### config.mk
export PLATFORM = sky130hd
export DESIGN_NAME = aes_block_loader
export DESIGN_NICKNAME = d
export VERILOG_FILES = /design/src/rtl/aes_loader_pkg.sv /design/src/rtl/aes_word_shifter.sv /design/src/rtl/aes_block_loader.sv
export SDC_FILE = /design/constraint.sdc
export NUM_CORES = 1
export LEC_CHECK = 0
export CAP_MARGIN = 40
export CORE_ASPECT_RATIO = 1.25
export CORE_UTILIZATION = 50
export CTS_CLUSTER_SIZE = 14
export DETAILED_ROUTE_END_ITERATION = 8
export PLACE_DENSITY = 0.76
export SLEW_MARGIN = 30
export SYNTH_ARGS = -nofsm -noshare
export SYNTH_HDL_FRONTEND = slang
export SYNTH_HIERARCHICAL = 1
export SYNTH_SLANG_ARGS = --single-unit
export TNS_END_PERCENT = 10
### constraint.sdc
create_clock -name clk -period 3.2 [get_ports clk]
set_input_delay 0.32 -clock clk [delete_from_list [all_inputs] [get_ports clk]]
set_output_delay 0.32 -clock clk [all_outputs]
set_load 0.05 [all_outputs]
### src/rtl/aes_loader_pkg.sv
// Shared types and constants for the AES block loader.
package aes_loader_pkg;
  localparam int BLOCK_W            = 128;
  localparam int TIMEOUT_CYCLES_DEF = 64;

  typedef enum logic [1:0] {LOAD, HOLD, ISSUE, WAIT} state_e;
endpackage

### src/rtl/aes_word_shifter.sv
// Big-endian word assembler: shifts WORD_W words into a 128-bit block and
// pulses done_o on the completing word, with blk_o already holding the full block.
module aes_word_shifter
  import aes_loader_pkg::*;
#(
  parameter int WORD_W = 32
) (
  input  logic               clk,
  input  logic               rst,
  input  logic               push_i,
  input  logic [WORD_W-1:0]  data_i,
  output logic [BLOCK_W-1:0] blk_o,
  output logic               done_o
);
  localparam int WORDS = BLOCK_W / WORD_W;
  localparam int CW    = $clog2(WORDS);

  // Only the first WORDS-1 words need storage; the last one arrives live.
  logic [BLOCK_W-WORD_W-1:0] buf_q, buf_d;
  logic [CW-1:0]             cnt_q, cnt_d;

  assign blk_o  = {buf_q, data_i};
  assign done_o = push_i && (cnt_q == CW'(WORDS - 1));

  always_comb begin
    buf_d = buf_q;
    cnt_d = cnt_q;
    if (push_i) begin
      buf_d = blk_o[BLOCK_W-WORD_W-1:0];
      cnt_d = done_o ? '0 : cnt_q + 1'b1;
    end
  end

  always_ff @(posedge clk or negedge rst) begin
    if (!rst) begin
      buf_q <= '0;
      cnt_q <= '0;
    end else begin
      buf_q <= buf_d;
      cnt_q <= cnt_d;
    end
  end
endmodule

### src/rtl/aes_block_loader.sv
// Assembles key/plaintext blocks from a word stream and issues them to the AES core.
// Optional WAIT watchdog with sticky err: define AES_LOADER_TIMEOUT_EN.
module aes_block_loader
  import aes_loader_pkg::*;
#(
  parameter int WORD_W         = 32,
  parameter int TIMEOUT_CYCLES = TIMEOUT_CYCLES_DEF
) (
  input  logic               clk,
  input  logic               rst,
  input  logic [WORD_W-1:0]  s_data,
  input  logic               s_valid,
  input  logic               s_is_key,
  output logic               s_ready,
  output logic [BLOCK_W-1:0] aes_plain_text,
  output logic [BLOCK_W-1:0] aes_key,
  output logic               aes_input_valid,
  input  logic               aes_output_valid,
  output logic               key_valid,
  output logic               busy,
  output logic               err
);
  state_e             state_q, state_d;
  logic [BLOCK_W-1:0] key_q, text_q, key_blk, text_blk;
  logic               kv_q, key_done, text_done, key_push, text_push, tmo_fire;

  assign key_push  = s_valid && s_ready && s_is_key;
  assign text_push = s_valid && s_ready && !s_is_key;

  aes_word_shifter #(.WORD_W(WORD_W)) u_key (
    .clk(clk), .rst(rst), .push_i(key_push), .data_i(s_data),
    .blk_o(key_blk), .done_o(key_done)
  );

  aes_word_shifter #(.WORD_W(WORD_W)) u_text (
    .clk(clk), .rst(rst), .push_i(text_push), .data_i(s_data),
    .blk_o(text_blk), .done_o(text_done)
  );

`ifdef AES_LOADER_TIMEOUT_EN
  localparam int TW = $clog2(TIMEOUT_CYCLES) + 1;
  logic [TW-1:0] tmo_q;
  logic          err_q;

  assign tmo_fire = (state_q == WAIT) && !aes_output_valid && (tmo_q == TW'(TIMEOUT_CYCLES - 1));
  assign err      = err_q;

  always_ff @(posedge clk or negedge rst) begin
    if (!rst) begin
      tmo_q <= '0;
      err_q <= 1'b0;
    end else begin
      tmo_q <= (state_q == WAIT) ? tmo_q + 1'b1 : '0;
      if (tmo_fire) err_q <= 1'b1;
    end
  end
`else
  assign tmo_fire = 1'b0;
  assign err      = 1'b0;
`endif

  always_ff @(posedge clk or negedge rst) begin
    if (!rst) begin
      state_q <= LOAD;
      key_q   <= '0;
      text_q  <= '0;
      kv_q    <= 1'b0;
    end else begin
      state_q <= state_d;
      if (key_done) begin
        key_q <= key_blk;
        kv_q  <= 1'b1;
      end
      if (text_done) text_q <= text_blk;
    end
  end

  always_comb begin
    state_d = state_q;
    case (state_q)
      LOAD:    if (text_done) state_d = (kv_q || key_done) ? ISSUE : HOLD;
      HOLD:    if (key_done) state_d = ISSUE;
      ISSUE:   state_d = WAIT;
      WAIT:    if (aes_output_valid || tmo_fire) state_d = LOAD;
      default: state_d = LOAD;
    endcase
  end

  // s_ready is gated by rst so every output reads 0 while reset is held.
  always_comb begin
    s_ready         = rst && ((state_q == LOAD) || ((state_q == HOLD) && s_is_key));
    aes_input_valid = (state_q == ISSUE);
    busy            = (state_q == ISSUE) || (state_q == WAIT);
  end

  assign aes_key        = key_q;
  assign aes_plain_text = text_q;
  assign key_valid      = kv_q;
endmodule

==> results.txt <==
----------------------------------------------------
[Yosys]
  Netlist cell types ... 20
  Post-synth net total ... 1,094
  Part of the Yosys area used for sequential elements ... 64.97%
  Post-synth top area share ... 64.97%
  Cells after synthesis ... 1,051
  Average cell area after synthesis ... approximately 17 µm²
  Synth area leader ... sky130_fd_sc_hd__dfrtp_1
  Mapped cell area ... 17,530 µm²
  Synth warnings ... 6
  Total of flip-flops plus latches after synthesis ... roughly 460
  Cell types occupying the most area after synthesis ... sky130_fd_sc_hd__dfrtp_1, sky130_fd_sc_hd__mux2_2, sky130_fd_sc_hd__buf_4

[Clock tree]
  Root cell of the clock tree ... sky130_fd_sc_hd__clkbuf_16
  Clock latency on the worst-skew pair ... between 0.5 and 0.6 ns
  Number of post-CTS setup repair buffers ... 0
  Clock-pin transition on the worst setup and hold timing paths ... about 0.06 ns
  Depth of the CTS H-tree ... 2
  Clk buf depth ... 3
  # clock sinks ... about 460
  TritonCTS clock tree ... built
  Number of buffers inserted during clock tree synthesis ... 44

[Timing]
  Number of endpoints failing setup at the final stage ... 0
  FMAX ... 394.0 MHz
  Setup TNS ... 0 ns
  Worst setup margin ... about 0.66 ns
  Transition at the pin with the smallest max-transition slack ... roughly 0.74 ns
  Setup repair after global routing missed its margin ... no
  Clk_skew ... 0.006303 ns
  Worst slew margin ... between 50% and 60%
  Minimum period implied by the final worst setup slack ... 2.538 ns
  Post-route fraction of the period consumed by the critical path ... just under 80%
  Number of max-slew violations in the final report ... 0
  Total count of hold-check failures in the final report ... 0

[Global routing]
  Global-route wire length before repair ... roughly 54,000 µm
  Pin count of the biggest net entering global routing ... 143
  Initial antenna violation count ... 0
  Overall track demand over capacity in global routing ... between 10% and 20%
  Vias in the first global route ... around 9.5k
  Global route total overflow ... 0

[Die]
  Cell Rows ... 76
  Die span in x ... 169.5 µm
  DIE AREA ... between 30,000 and 40,000 µm²
  Y dimension of the die ... about 210 µm
  Starting density of the core ... 50.77%
  Core Footprint ... 34,520 µm²
  I/O pins ... approximately 300

[Run status]
  Status ... finished clean

[Power and ir drop]
  Internal Pwr Total ... about 15,000 µW
  Leakage component of the power ... around 0.01 µW
  Fraction of power consumed by sequential logic ... 39.5%
  Fraction of power consumed by combinational cells ... a little under two fifths
  Maximum VDD drop ... 0.7332 mV
  Power per Cell Area ... around 1100 nW/µm²
  NetSw ... 8667 µW
  Clock power frac ... between 20% and 30%
  Sw frac ... a little under two fifths

[Placement]
  Total of buffers placed on input and output ports ... ~300
  Pre-CTS setup slack ... between 0.6 and 0.7 ns
  Routability-driven placement congestion ratio ... between 0.7 and 0.8
  HPWL after detailed placement ... between 20,000 and 25,000 µm

[Setup path]
  Worst EP required ... ~2.9 ns
  R2r setup slk ... ~0.69 ns
  CP peak stage delay ... around 0.70 ns
  Element type at the critical path end ... output pin
  Type of origin of the critical path ... register
  Worst path arrival time ... 2.22 ns
  Largest delay contributor family on the critical path ... buffers and inverters
  Reg2Reg Launch Point ... state_q[1]$_DFFE_PN0P_
  Worst setup path class ... reg -> out
  Highest net fanout along the worst path ... 3
  Number of buffer and inverter stages on the critical path ... 2
  CP cell instances ... inv_1, ha_1, or2_2, clkdlybuf4s50_1
  Worst setup startpoint ... state_q[0]$_DFFE_PN0P_
  Standard cell with the maximum stage delay on the critical path ... sky130_fd_sc_hd__clkdlybuf4s50_1

[Finish]
  Commonest cells after routing, fill and taps aside ... sky130_fd_sc_hd__dfrtp_1, sky130_fd_sc_hd__mux2_2, sky130_fd_sc_hd__clkdlybuf4s50_1, sky130_fd_sc_hd__clkbuf_16, sky130_fd_sc_hd__mux2_4
  Fraction of final layout cells sized beyond drive strength 1 ... about two fifths
  Final #Nets ... about 1.3k
  Synth-to-layout area growth ... 25.84%
  Total area of multi-input combinational cells ... roughly 5400 µm²
  Leading cell type in the layout, fill and taps excluded ... sky130_fd_sc_hd__dfrtp_1
  ANT cells ... 0
  Fill cell total of the finished layout ... approximately 2.5k
  Final core occ ... between 60% and 70%
  Area taken by flip-flops and latches ... around 11,000 µm²

[Detailed routing]
  Routed vias ... about 9k
  Detail Route met3 WL ... ~1800 µm
  Top Layer Used ... met4
  DR pass1 iterations ... 4
  Post-route antenna net violation count ... 0
  WL per Instance ... approximately 19 µm
  Total DRC errors in the routed layout ... 0
  Wire length reported by the detailed router ... ~34,000 µm
  Count of routing violations after the opening detailed-route iteration ... 381
  Wire length on met1 ... ~14,000 µm
  Met2 Wirelength ... around 17,000 µm
  Via-per-instance ratio ... 5.102

[Job]
  Max Cap Viol ... 0

[Min path]
  Class of the most critical hold timing path ... in -> async

----------------------------------------------------
[flip-flops by register name, indices dropped and copies added, names as in the netlist]
signal	flops
u_key/cnt_q	2
state_q	2
u_text/cnt_q	2
aes_plain_text	128
key_valid	1
u_text/buf_q	96
u_key/buf_q	96
aes_key	128
[worst register-to-register path, cell delays in order, from the launching register on]
cell and delay [ns]:
sky130_fd_sc_hd__dfrtp_1 0.42, sky130_fd_sc_hd__inv_1 0.10, sky130_fd_sc_hd__ha_1 0.24, sky130_fd_sc_hd__a21oi_1 0.07, sky130_fd_sc_hd__nor2b_2 0.21, sky130_fd_sc_hd__and3b_4 0.25, sky130_fd_sc_hd__and2_4 0.19, sky130_fd_sc_hd__inv_2 0.03
sky130_fd_sc_hd__a222oi_1 0.48, sky130_fd_sc_hd__mux2_2 0.39
[per-stage QoR]
step / total power, µW / hold slack, ns / cell area (µm²) / cells
after floorplan: 15180 / 0.02441 / 17530 / 1051
after global placement: 18070 / 0.2055 / 20510 / 1712
after detailed placement: 18360 / 0.2069 / 20530 / 1713
after CTS: 23700 / 0.2218 / 22010 / 1790
after global routing: 24500 / 0.2413 / 22050 / 1792
final: 23430 / 0.2360 / 22050 / 1792
[synth_stat cells]
cell type,number
sky130_fd_sc_hd__nor2_1,4
sky130_fd_sc_hd__or2_2,1
sky130_fd_sc_hd__conb_1,1
sky130_fd_sc_hd__ha_1,6
sky130_fd_sc_hd__mux2i_1,2
sky130_fd_sc_hd__dfrtp_1,455
sky130_fd_sc_hd__mux2_4,18
sky130_fd_sc_hd__and3_1,1
sky130_fd_sc_hd__mux2_2,435
sky130_fd_sc_hd__inv_2,1
sky130_fd_sc_hd__nor2b_1,1
sky130_fd_sc_hd__and2_1,2
sky130_fd_sc_hd__and3b_1,1
sky130_fd_sc_hd__a21oi_1,2
sky130_fd_sc_hd__buf_2,43
sky130_fd_sc_hd__buf_4,65
sky130_fd_sc_hd__clkbuf_1,1
sky130_fd_sc_hd__a222oi_1,1
sky130_fd_sc_hd__inv_1,5
sky130_fd_sc_hd__buf_6,6
[cells by family (layout without fill, tap and decap cells)]
logic type	count (synthesis)	count (layout)	share of synthesized area, %
DFF	455	455	64.97
adders and majority gates	6	6	0.4283
muxes	455	455	29.61
AOI/OAI and AO/OA	3	3	0.1142
buffers and inverters	121	394	4.548
and+or+nand+nor	10	10	0.3142
other	1	1	0.02140
[cell type report]
type / instances / area share, %
clock inverter: 13 / 0.7488
tap: 468 / 2.655
sequential: 455 / 51.63
timing repair buffer: 312 / 14.66
inverter: 6 / 0.1021
multi-input combinational: 475 / 24.30
clock buffer: 63 / 5.911
[routing by layer]
metal / vias up / global-route usage (%)
met5: - / 0
met1: 4775 / 25.68
met4: 0 / 6.741
li1: 4101 / -
met2: 214 / 31.67
met3: 52 / 4.599
[worst paths after layout]
check                                                to  cells past startpoint
setup / recovery                                   busy                      4
hold / removal             u_text/buf_q[70]$_DFFE_PN0P_                      2
setup reg to reg                 state_q[1]$_DFFE_PN0P_                      9
hold reg to reg             u_key/buf_q[89]$_DFFE_PN0P_                      1
max in group asynchronous  u_text/buf_q[51]$_DFFE_PN0P_                      5
min in group clk                aes_key[16]$_DFFE_PN0P_                      2
[power by group through the flow]
stage	logic [µW]	clock network [µW]	registers, µW
after CTS	9030	5380	9290
after global routing	9330	5580	9580
after detailed placement	9000	0	9370
final	8950	5210	9260
after global placement	8830	0	9230
after floorplan	2560	0	12600
[repair_timing]
action / 4_1_cts / 5_1_grt
hold buffers: 1 / 0
endpoints found under the hold margin: 27 / 0
gates resized for setup: 0 / 0
(Power assumes the default switching activity.)
